==> config.mk <==
export PLATFORM = sky130hd
export DESIGN_NAME = pmt_sync_monitor
export DESIGN_NICKNAME = d
export VERILOG_FILES = /design/src/rtl/pmt_sync_monitor.sv
export SDC_FILE = /design/constraint.sdc
export NUM_CORES = 1
export LEC_CHECK = 0
export CAP_MARGIN = 20
export CORE_MARGIN = 4
export CORE_UTILIZATION = 39
export DETAILED_ROUTE_END_ITERATION = 8
export GPL_ROUTABILITY_DRIVEN = 0
export GPL_TIMING_DRIVEN = 0
export HOLD_SLACK_MARGIN = 0.08
export PLACE_DENSITY = 0.66
export SETUP_SLACK_MARGIN = 0.2
export SYNTH_ARGS = -nofsm -noshare
export SYNTH_HDL_FRONTEND = slang
export SYNTH_SLANG_ARGS = --single-unit
==> constraint.sdc <==
create_clock -name sysclk -period 2.9 [get_ports sysclk]
set_input_delay 0.87 -clock sysclk [delete_from_list [all_inputs] [get_ports sysclk]]
set_output_delay 0.87 -clock sysclk [all_outputs]
set_load 0.01 [all_outputs]
==> src/rtl/pmt_sync_monitor.sv <==
// Checks the sync generator's PMT pulse train and switch-control line: locks onto the
// CPI using the single long PRI as a marker and flags PRI, width, switch and dropout faults.
module pmt_sync_monitor #(
  parameter int PW        = 480,
  parameter int PRI_SHORT = 2401,
  parameter int PRI_LONG  = 3001,
  parameter int PULSES    = 100,
  parameter int LEAD      = 6,
  parameter int TOL       = 2,
  parameter int SW_CHK    = 8
) (
  input  logic        sysclk,
  input  logic        btn_n,
  input  logic        pmt_in,
  input  logic        sw_in,
  input  logic        clr_err,
  output logic        locked,
  output logic        cpi_start,
  output logic [6:0]  pulse_idx,
  output logic [15:0] cpi_count,
  output logic        err_pri,
  output logic        err_pw,
  output logic        err_sw,
  output logic        err_drop
);

  localparam logic [11:0] LONG_LO  = 12'(PRI_LONG - TOL);
  localparam logic [11:0] LONG_HI  = 12'(PRI_LONG + TOL);
  localparam logic [11:0] SHORT_LO = 12'(PRI_SHORT - TOL);
  localparam logic [11:0] SHORT_HI = 12'(PRI_SHORT + TOL);
  localparam logic [11:0] PW_LO    = 12'(PW - TOL);
  localparam logic [11:0] PW_HI    = 12'(PW + TOL);
  localparam logic [11:0] SW_CHK_C = 12'(SW_CHK);
  localparam logic [3:0]  LEAD_LO  = 4'(LEAD - 1);
  localparam logic [3:0]  LEAD_HI  = 4'(LEAD + 1);
  localparam logic [6:0]  LAST_IDX = 7'(PULSES - 1);

  typedef enum logic [1:0] {ST_IDLE, ST_SEARCH, ST_TRACK, ST_LOCK} state_t;

  logic        pmt_meta_q, pmt_s_q, pmt_d_q;
  logic        sw_meta_q, sw_s_q;
  logic [11:0] per_cnt_q, per_cnt_d;
  logic [11:0] wid_cnt_q, wid_cnt_d;
  logic [3:0]  swh_cnt_q, swh_cnt_d;
  state_t      state_q;
  logic        locked_q, cpi_start_q;
  logic [6:0]  pulse_idx_q;
  logic [15:0] cpi_count_q;
  logic        err_pri_q, err_pw_q, err_sw_q, err_drop_q;

  logic        rise, fall, in_long, in_short, at_last, per_ok, wid_ok, lead_ok;
  logic [6:0]  idx_next;

  assign rise     = pmt_s_q & ~pmt_d_q;
  assign fall     = ~pmt_s_q & pmt_d_q;
  assign in_long  = (per_cnt_q >= LONG_LO) && (per_cnt_q <= LONG_HI);
  assign in_short = (per_cnt_q >= SHORT_LO) && (per_cnt_q <= SHORT_HI);
  assign at_last  = (pulse_idx_q == LAST_IDX);
  assign per_ok   = at_last ? in_long : in_short;
  assign idx_next = at_last ? 7'd0 : pulse_idx_q + 7'd1;
  assign wid_ok   = (wid_cnt_q >= PW_LO) && (wid_cnt_q <= PW_HI);
  assign lead_ok  = (swh_cnt_q >= LEAD_LO) && (swh_cnt_q <= LEAD_HI);

  // Saturating counters; per_cnt/wid_cnt restart at 1 so they hold exact lengths at the edge.
  assign per_cnt_d = rise ? 12'd1 :
                     (per_cnt_q == 12'hFFF) ? per_cnt_q : per_cnt_q + 12'd1;
  assign wid_cnt_d = rise ? 12'd1 :
                     (pmt_s_q && (wid_cnt_q != 12'hFFF)) ? wid_cnt_q + 12'd1 : wid_cnt_q;
  assign swh_cnt_d = !sw_s_q ? 4'd0 :
                     (swh_cnt_q == 4'hF) ? swh_cnt_q : swh_cnt_q + 4'd1;

  always_ff @(posedge sysclk or negedge btn_n) begin
    if (!btn_n) begin
      pmt_meta_q <= 1'b0;
      pmt_s_q    <= 1'b0;
      pmt_d_q    <= 1'b0;
      sw_meta_q  <= 1'b0;
      sw_s_q     <= 1'b0;
      per_cnt_q  <= 12'd0;
      wid_cnt_q  <= 12'd0;
      swh_cnt_q  <= 4'd0;
    end else begin
      pmt_meta_q <= pmt_in;
      pmt_s_q    <= pmt_meta_q;
      pmt_d_q    <= pmt_s_q;
      sw_meta_q  <= sw_in;
      sw_s_q     <= sw_meta_q;
      per_cnt_q  <= per_cnt_d;
      wid_cnt_q  <= wid_cnt_d;
      swh_cnt_q  <= swh_cnt_d;
    end
  end

  // Error sets are written after the clear so a coincident set wins.
  always_ff @(posedge sysclk or negedge btn_n) begin
    if (!btn_n) begin
      state_q     <= ST_IDLE;
      locked_q    <= 1'b0;
      cpi_start_q <= 1'b0;
      pulse_idx_q <= 7'd0;
      cpi_count_q <= 16'd0;
      err_pri_q   <= 1'b0;
      err_pw_q    <= 1'b0;
      err_sw_q    <= 1'b0;
      err_drop_q  <= 1'b0;
    end else begin
      cpi_start_q <= 1'b0;
      if (clr_err) begin
        err_pri_q  <= 1'b0;
        err_pw_q   <= 1'b0;
        err_sw_q   <= 1'b0;
        err_drop_q <= 1'b0;
      end
      case (state_q)
        ST_IDLE: begin
          if (rise) state_q <= ST_SEARCH;
        end
        ST_SEARCH: begin
          if (rise && in_long) begin
            state_q     <= ST_TRACK;
            pulse_idx_q <= 7'd0;
          end
        end
        ST_TRACK, ST_LOCK: begin
          if (rise) begin
            if (per_ok) begin
              pulse_idx_q <= idx_next;
              if (!idx_next[0] && !lead_ok) err_sw_q <= 1'b1;
              if (at_last) begin
                cpi_start_q <= 1'b1;
                cpi_count_q <= cpi_count_q + 16'd1;
                state_q     <= ST_LOCK;
                locked_q    <= 1'b1;
              end
            end else begin
              err_pri_q <= 1'b1;
              locked_q  <= 1'b0;
              if (in_long) begin
                state_q     <= ST_TRACK;
                pulse_idx_q <= 7'd0;
              end else begin
                state_q <= ST_SEARCH;
              end
            end
          end else if (fall && !wid_ok) begin
            err_pw_q <= 1'b1;
            locked_q <= 1'b0;
            state_q  <= ST_SEARCH;
          end else if (per_cnt_q > LONG_HI) begin
            err_drop_q <= 1'b1;
            locked_q   <= 1'b0;
            state_q    <= ST_SEARCH;
          end
          // Switch must be high during even-index pulses, low during odd ones.
          if ((per_cnt_q == SW_CHK_C) && (sw_s_q == pulse_idx_q[0])) err_sw_q <= 1'b1;
        end
        default: state_q <= ST_IDLE;
      endcase
    end
  end

  assign locked    = locked_q;
  assign cpi_start = cpi_start_q;
  assign pulse_idx = pulse_idx_q;
  assign cpi_count = cpi_count_q;
  assign err_pri   = err_pri_q;
  assign err_pw    = err_pw_q;
  assign err_sw    = err_sw_q;
  assign err_drop  = err_drop_q;

endmodule

==> summary.md, run 1 <==
| Metric | Value |
|---|---|
| Status | `finished, final reports clean` |
| All-Layer GR Usage | `15.3%` |
| Setup Viol. Count Final | `0` |
| Setup WS pre-CTS | `537 ps` |
| Final Max Slew Viols | `0` |
| Post-Synth Adder-Cell Area | `3.23%` |
| Sum of buffers and inverters on the critical path | `0` |
| Starting DRT DRC Count | `155` |
| CP max stage delay | `490 ps` |
| Final Hold Vio Count | `0` |
| PostCTS Resize Cnt | `0` |
| Synth Area per Inst | `10.2 sq um` |
| Synth Area in Compound Gates | `15.0%` |
| WHS Path Cells | `0` |
| Min-Delay Endpoint | `sw_s_q$_DFF_PN0_` |
| Critical-path cell list | `ha_1 -> nand4b_1 -> or3_1 -> nor4_4 -> or3b_1 -> xnor2_1` |
| Fin crit share | `81.8%` |
| Nets@finish | `401` |
| H-Tree Depth | `3` |
| Hold Buf Count CTS | `0` |
| Largest net degree at the start of global routing | `65` |
| # diodes | `0` |
| Crit Path Class | `reg2reg` |
| Max_cap viols | `0` |
| Critical Path Source Type | `flip-flop` |
| Largest delay share family, worst path | `simple AND/OR/NAND/NOR gates` |
| Clk buf depth | `2` |
| Drt drc | `0` |
| Antenna Nets Post-Route | `0` |
| Final WS setup | `529 ps` |
| Core box area | `0.00872 sq mm` |
| Total grt overflow | `0` |
| Skew final | `11.2 ps` |
| Mux contribution to synthesized area | `1.18%` |
| CP max FO | `6` |
| Ys async rst share | `100%` |
| Post-Place Cells | `484` |
| Pwr Density | `469 mW/mm^2` |
| VDD IR max | `0.224 mV` |
| Synth Net Count | `357` |
| Post-DR wirelength/cell | `14.8 microns` |
| Final wirelength | `7380 microns` |
| Cell count after synthesis | `343` |
| Number of clock sinks | `64` |
| CP endpoint kind | `flip-flop` |
| Dpl hpwl | `5080 microns` |
| Share of cells above drive strength 1 | `11.0%` |
| Min-delay src | `sw_meta_q$_DFF_PN0_` |
| Final hold slack | `352 ps` |
| Area overhead of the layout relative to synthesis | `18.2%` |
| Total number of vias | `2757` |
| Max_slew headroom | `45.5%` |
| Total setup buffers inserted after CTS | `0` |
| Crit path DAT | `2600 ps` |
| Port Buffers | `33` |
| Area share of the leading cell type in the synthesized netlist | `45.9%` |
| Placed cell areas | `0.00395 sq mm` |
| Starting Density | `40.0%` |
| Worst hold path type | `reg2reg` |
| Vias/cell | `5.53` |
| Register area share after synthesis | `45.9%` |
| Number of synthesized flops with an enable pin | `0` |
| RSZ-0062 raised after global routing | `false` |
| Drt first pass iters | `4` |
| Slowest cell on the critical path | `dfrtp_1` |
| Reg2reg end | `cpi_count[15]$_DFFE_PN0P_` |
| Ys Warns | `0` |
| Initial antenna violation count | `0` |
| R2R cell count | `6` |
| Die X | `103 microns` |
| IO Pins | `34` |
| XOR/XNOR Fraction of Synth Area | `7.28%` |
| CTS root buffer | `clkbuf_8` |
| Worst skew pair latency | `340 ps` |
| Cell area after layout | `0.00412 sq mm` |
| Non-Filler Instances | `499` |
| Max Fclk | `422 MHz` |
| Cell area after synthesis | `0.00349 sq mm` |
| Number of distinct library cells after synthesis | `64` |
| FF+latch count, synth | `64` |
| Leak pwr | `1.74 nW` |
| Number of fill cells in the layout | `803` |
| Main combinational cell family by area after synthesis | `simple AND/OR/NAND/NOR gates` |
| Fin crit period | `2370 ps` |
| Global-route wire length before repair | `12600 microns` |
| CTS clk-pin slew, worst paths | `80 ps` |
| Main synth FF type | `dfrtp_1` |
| Post-Synth Simple-Gate Area | `23.0%` |
| Row cnt | `34` |
| Worst reg2reg path startpoint | `pulse_idx[0]$_DFFE_PN0P_` |
| Number of buffers created by CTS | `9` |
| Actual slew at the worst max-slew pin | `818 ps` |
| R2R setup slack | `530 ps` |
| CTS tree | `built` |
| Synth area leader | `dfrtp_1` |
| Power Total | `1.93 mW` |
| Vias in the first global route | `2571` |
| Die Y | `103 microns` |
| Largest cells by area after synthesis | `dfrtp_1 46%, xnor2_1 5.0%, ha_1 3.2%, a31oi_1 2.5%, nand2_1 2.5%` |
| DIE AREA | `0.0105 sq mm` |
| WP data required | `3130 ps` |
[worst max-delay path by stage]
stage	to	cells past startpoint	startpoint	slack, ps
global placement	cpi_count[11]$_DFFE_PN0P_	1	btn_n	-1190
floorplan	cpi_count[15]$_DFFE_PN0P_	6	pulse_idx[0]$_DFFE_PN0P_	740
global route	cpi_count[15]$_DFFE_PN0P_	6	pulse_idx[0]$_DFFE_PN0P_	390
detailed placement	cpi_count[15]$_DFFE_PN0P_	6	pulse_idx[0]$_DFFE_PN0P_	540
CTS	cpi_count[15]$_DFFE_PN0P_	6	pulse_idx[0]$_DFFE_PN0P_	510
finish	cpi_count[15]$_DFFE_PN0P_	6	pulse_idx[0]$_DFFE_PN0P_	530
[logic make-up (layout without fill, tap and decap cells)]
| group | Yosys count | in the layout |
|---|---|---|
| AND/OR/NAND/NOR | 135 | 135 |
| AO/OA/AOI/OAI | 67 | 67 |
| flip-flops | 64 | 64 |
| buffers and inverters | 35 | 83 |
| XOR/XNOR | 29 | 29 |
| adder cells (fa/ha/maj) | 9 | 9 |
| multiplexers | 4 | 4 |
[routing by layer]
| metal | global-route usage (%) | vias up | wire length [microns] |
|---|---|---|---|
| met5 | 0 | - | 0 |
| met4 | 6.56 | 0 | 85 |
| met3 | 3.59 | 4 | 387 |
| met2 | 22.7 | 80 | 3380 |
| met1 | 21.3 | 1345 | 3540 |
| li1 | - | 1328 | - |
[synth_stat cells (2+ instances only)]
| cell | count |
|---|---|
| nor2b_1 | 5 |
| ha_1 | 9 |
| nand4_1 | 12 |
| nand4b_1 | 3 |
| buf_6 | 2 |
| a31oi_1 | 14 |
| or4_1 | 3 |
| and2_1 | 3 |
| nor3_2 | 2 |
| and4_1 | 3 |
| a211oi_1 | 3 |
| a22oi_1 | 2 |
| mux2i_1 | 3 |
| o21ai_0 | 12 |
| buf_2 | 7 |
| nor4_1 | 2 |
| a2111oi_4 | 2 |
| dfrtp_1 | 64 |
| nor2_1 | 21 |
| nor3_1 | 5 |
| inv_1 | 18 |
| a21oi_1 | 11 |
| xor2_1 | 9 |
| nand2_1 | 23 |
| xnor2_1 | 20 |
| nand4_2 | 2 |
| nand3_1 | 16 |
| nand3b_1 | 2 |
| or3_1 | 6 |
| o31ai_1 | 3 |
| clkbuf_1 | 6 |
| nor3b_1 | 3 |
| nand2b_1 | 8 |
| a211o_1 | 2 |
| and3_1 | 8 |
[cell usage in the layout (no fill, tap or decap), types with 3 or more instances in the layout]
master and instances:
a211oi_1 3, a21oi_1 11, a31oi_1 14, and2_1 3
and3_1 8, and4_1 3, buf_2 7, clkbuf_1 7
clkbuf_8 11, clkdlybuf4s50_1 32, dfrtp_1 64, ha_1 9
inv_1 18, mux2i_1 3, nand2_1 23, nand2b_1 8
nand3_1 16, nand4_1 12, nand4b_1 3, nor2_1 21
nor2b_1 5, nor3_1 5, nor3b_1 3, o21ai_0 12
o31ai_1 3, or3_1 6, or4_1 3, xnor2_1 20
xor2_1 9
[final cells by class]
type	count	area, sq um	share of cell area [%]
multi-input cells	244	1730	42.0
flip-flops and latches	64	1600	38.8
repair buffers	33	328	7.95
clock buffers	12	155	3.76
well taps	108	135	3.28
plain buffers	16	85.1	2.06
inverters	19	71.3	1.73
clock inverters	3	17.5	0.425
[registers in the layout (all words and copies together), names as in the netlist]
name and count:
err_sw 1, err_drop 1, per_cnt_q 12, state_q 2, pmt_d_q 1, pmt_s_q 1, cpi_count 16, wid_cnt_q 12
err_pri 1, swh_cnt_q 4, err_pw 1, locked 1, sw_meta_q 1, pulse_idx 7, pmt_meta_q 1, sw_s_q 1
cpi_start 1
[worst register-to-register path: cells and delay by family, from the launching register on]
family,cells,cell delay (ps)
fa+ha+maj,1,260
flops,1,490
xor+xnor,1,130
simple gates,4,1370
[power breakdown]
group          internal, mW  switching (mW)  total [mW]
registers             0.937          0.0564       0.993
logic                0.0950           0.142       0.237
clock network         0.350           0.353       0.703
total                  1.38           0.552        1.93
[stage by stage]
stage               TNS, ps  util, %
finish                    0     47.3
CTS                       0     47.3
global placement     -75790     45.3
detailed placement        0     45.3
floorplan                 0        -
global route              0     47.3
(Power assumes the default switching activity.)
==> inputs of run 2 (changes only) <==
--- a/config.mk
+++ b/config.mk
@@ -12,7 +12,7 @@
 export GPL_ROUTABILITY_DRIVEN = 0
 export GPL_TIMING_DRIVEN = 0
 export HOLD_SLACK_MARGIN = 0.08
-export PLACE_DENSITY = 0.66
+export PLACE_DENSITY = 0.68
 export SETUP_SLACK_MARGIN = 0.2
 export SYNTH_ARGS = -nofsm -noshare
 export SYNTH_HDL_FRONTEND = slang
==> constraint.sdc (replaced) <==
create_clock -name sysclk -period 2.16 [get_ports sysclk]
set_input_delay 0.648 -clock sysclk [delete_from_list [all_inputs] [get_ports sysclk]]
set_output_delay 0.648 -clock sysclk [all_outputs]
set_load 0.01 [all_outputs]
==> run 2 against run 1 <==
Clock-buffer cell count down 3. Die area unchanged. Largest cell class unchanged. Design area up 13%. Global-route usage up 0.96 points.
==> summary.md, run 2 (same netlist as run 1, synthesis figures left out) <==
| Metric | Value |
|---|---|
| Final core occ | `53.5%` |
| Antenna Nets Post-Route | `0` |
| Drt first pass iters | `5` |
| RSZ-0062 raised after global routing | `true` |
| Die Y | `103 microns` |
| Port Buffers | `33` |
| Number of buffers created by CTS | `9` |
| VDD IR max | `0.525 mV` |
| Most frequent CP cell | `buf_6` |
| # diodes | `0` |
| Share of cells above drive strength 1 | `26.9%` |
| WP data required | `2420 ps` |
| Final hold slack | `351 ps` |
| Starting Density | `40.0%` |
| GRT busiest layer | `met2` |
| Nets@finish | `441` |
| Starting DRT DRC Count | `168` |
| Final Max Slew Viols | `0` |
| Non-Filler Instances | `540` |
| Initial antenna violation count | `0` |
| Worst hold path type | `reg2reg` |
| Core box area | `0.00872 sq mm` |
| Global-route wire length before repair | `13600 microns` |
| Leading cell types in the layout, fill and taps excluded | `54 x dfrtp_1, 38 x buf_4, 23 x nand2_1` |
| Critical-path cell list | `buf_6 -> nor4b_4 -> nand4_2 -> a2111oi_4 -> buf_6 -> nand2b_1 -> a31oi_1` |
| Met3 Use GR | `3.79%` |
| Area overhead of the layout relative to synthesis | `33.9%` |
| Total grt overflow | `0` |
| Met1 Use GR | `20.9%` |
| Skew final | `9.37 ps` |
| Max Fclk | `502 MHz` |
| Setup Viol. Count Final | `0` |
| Fin crit period | `1990 ps` |
| Number of clock sinks | `64` |
| Final Hold Vio Count | `0` |
| Row cnt | `34` |
| IO Pins | `34` |
| Largest net degree at the start of global routing | `65` |
| Final wirelength | `8310 microns` |
| Number of fill cells in the layout | `741` |
| Worst skew pair latency | `340 ps` |
| Fin crit share | `92.3%` |
| GR met2 Demand/Resource | `27.0%` |
| Total number of vias | `2947` |
| CTS clk-pin slew, worst paths | `80 ps` |
| H-Tree Depth | `3` |
| Drt drc | `0` |
| All-Layer GR Usage | `16.2%` |
| Largest delay share family, worst path | `compound AO/OA/AOI/OAI gates` |
| R2R setup slack | `170 ps` |
| CP max stage delay | `430 ps` |
| Post-DR wirelength/cell | `15.4 microns` |
| CTS root buffer | `clkbuf_8` |
| CP max FO | `6` |
| Status | `finished, final reports clean` |
| Dpl hpwl | `5180 microns` |
| Crit path DAT | `2250 ps` |
| Slowest cell on the critical path | `a2111oi_4` |
| Clk buf depth | `2` |
| Power Total | `2.74 mW` |
| CTS tree | `built` |
| Final TNS setup | `0 ps` |
| Max_slew headroom | `45.7%` |
| CP endpoint kind | `flip-flop` |
| Commonest non-fill, non-tap cell in the layout | `dfrtp_1` |
| Die X | `103 microns` |
| Post-Place Cells | `484` |
| Max_cap viols | `0` |
| Pwr Density | `587 mW/mm^2` |
| Sum of buffers and inverters on the critical path | `2` |
| Vias in the first global route | `2819` |
| Leak pwr | `2.14 nW` |
| Vias/cell | `5.46` |
| DIE AREA | `0.0105 sq mm` |
| Largest register FFs | `16` |
| Crit Path Class | `reg2reg` |
| Actual slew at the worst max-slew pin | `815 ps` |
| Critical Path Source Type | `flip-flop` |
-- run 2: cell count changes in the layout (fill, tap and decap cells not counted), moves of 3 or more --
cell and delta:
buf_4 +37, clkdlybuf4s50_1 -13, dfrtp_1 -10, dfrtp_2 +10, buf_6 +9, dlygate4sd2_1 +8
buf_2 -5, dlymetal6s2s_1 +5, nor2_1 -4, clkbuf_1 -3, nor2_2 +3, nor3_4 +3
-- run 2: power breakdown --
part           switching, mW  internal [mW]
sequential            0.0826           1.26
clock                  0.497          0.532
combinational          0.205          0.165
total                  0.784           1.96
-- run 2: final timing paths --
path	cells after the start	from	end
max reg2reg	7	per_cnt_q[10]$_DFFE_PN0P_	pulse_idx[6]$_DFFE_PN0P_
max in group asynchronous	1	btn_n	pulse_idx[3]$_DFFE_PN0P_
max	7	per_cnt_q[10]$_DFFE_PN0P_	pulse_idx[6]$_DFFE_PN0P_
min reg2reg	0	sw_meta_q$_DFF_PN0_	sw_s_q$_DFF_PN0_
min	0	sw_meta_q$_DFF_PN0_	sw_s_q$_DFF_PN0_
min in group asynchronous	1	btn_n	per_cnt_q[2]$_DFFE_PN0P_
-- run 2: what timing repair did --
item	in CTS	in global routing
pin swaps	16	22
buffers inserted	28	12
setup endpoints to repair	42	36
resized for setup	28	47
endpoints found under the hold margin	0	0
hold buffers	0	0
-- run 2: metrics by stage --
step,cell area [sq um],setup WS (ps)
2_1_floorplan,3510,192
3_3_place_gp,3970,-2030
3_5_place_dp,3970,-85.3
4_1_cts,4440,118
5_1_grt,4670,76.3
6_report,4670,166
-- run 2: layout make-up --
type	instances	area, sq um	share of cell area (%)
clock inverters	7	72.6	1.55
inverters	19	73.8	1.58
repair buffers	73	646	13.8
plain buffers	16	124	2.65
multi-input cells	244	1880	40.3
well taps	108	135	2.89
clock buffers	9	124	2.65
flip-flops and latches	64	1610	34.6
-- run 2: layer usage --
metal | routed length [microns] | vias to the layer above | part of all wire, %
li1 | - | 1405 | -
met1 | 3560 | 1462 | 43
met2 | 4250 | 69 | 51
met3 | 376 | 11 | 4.5
met4 | 120 | 0 | 1.4
met5 | 0 | - | 0
-- run 2: worst reg2reg max path: stages, from the launching register on --
cell and delay [ps]:
dfrtp_1 400, buf_6 140, nor4b_4 310, nand4_2 200, a2111oi_4 430, buf_6 190, nand2b_1 70, a31oi_1 170
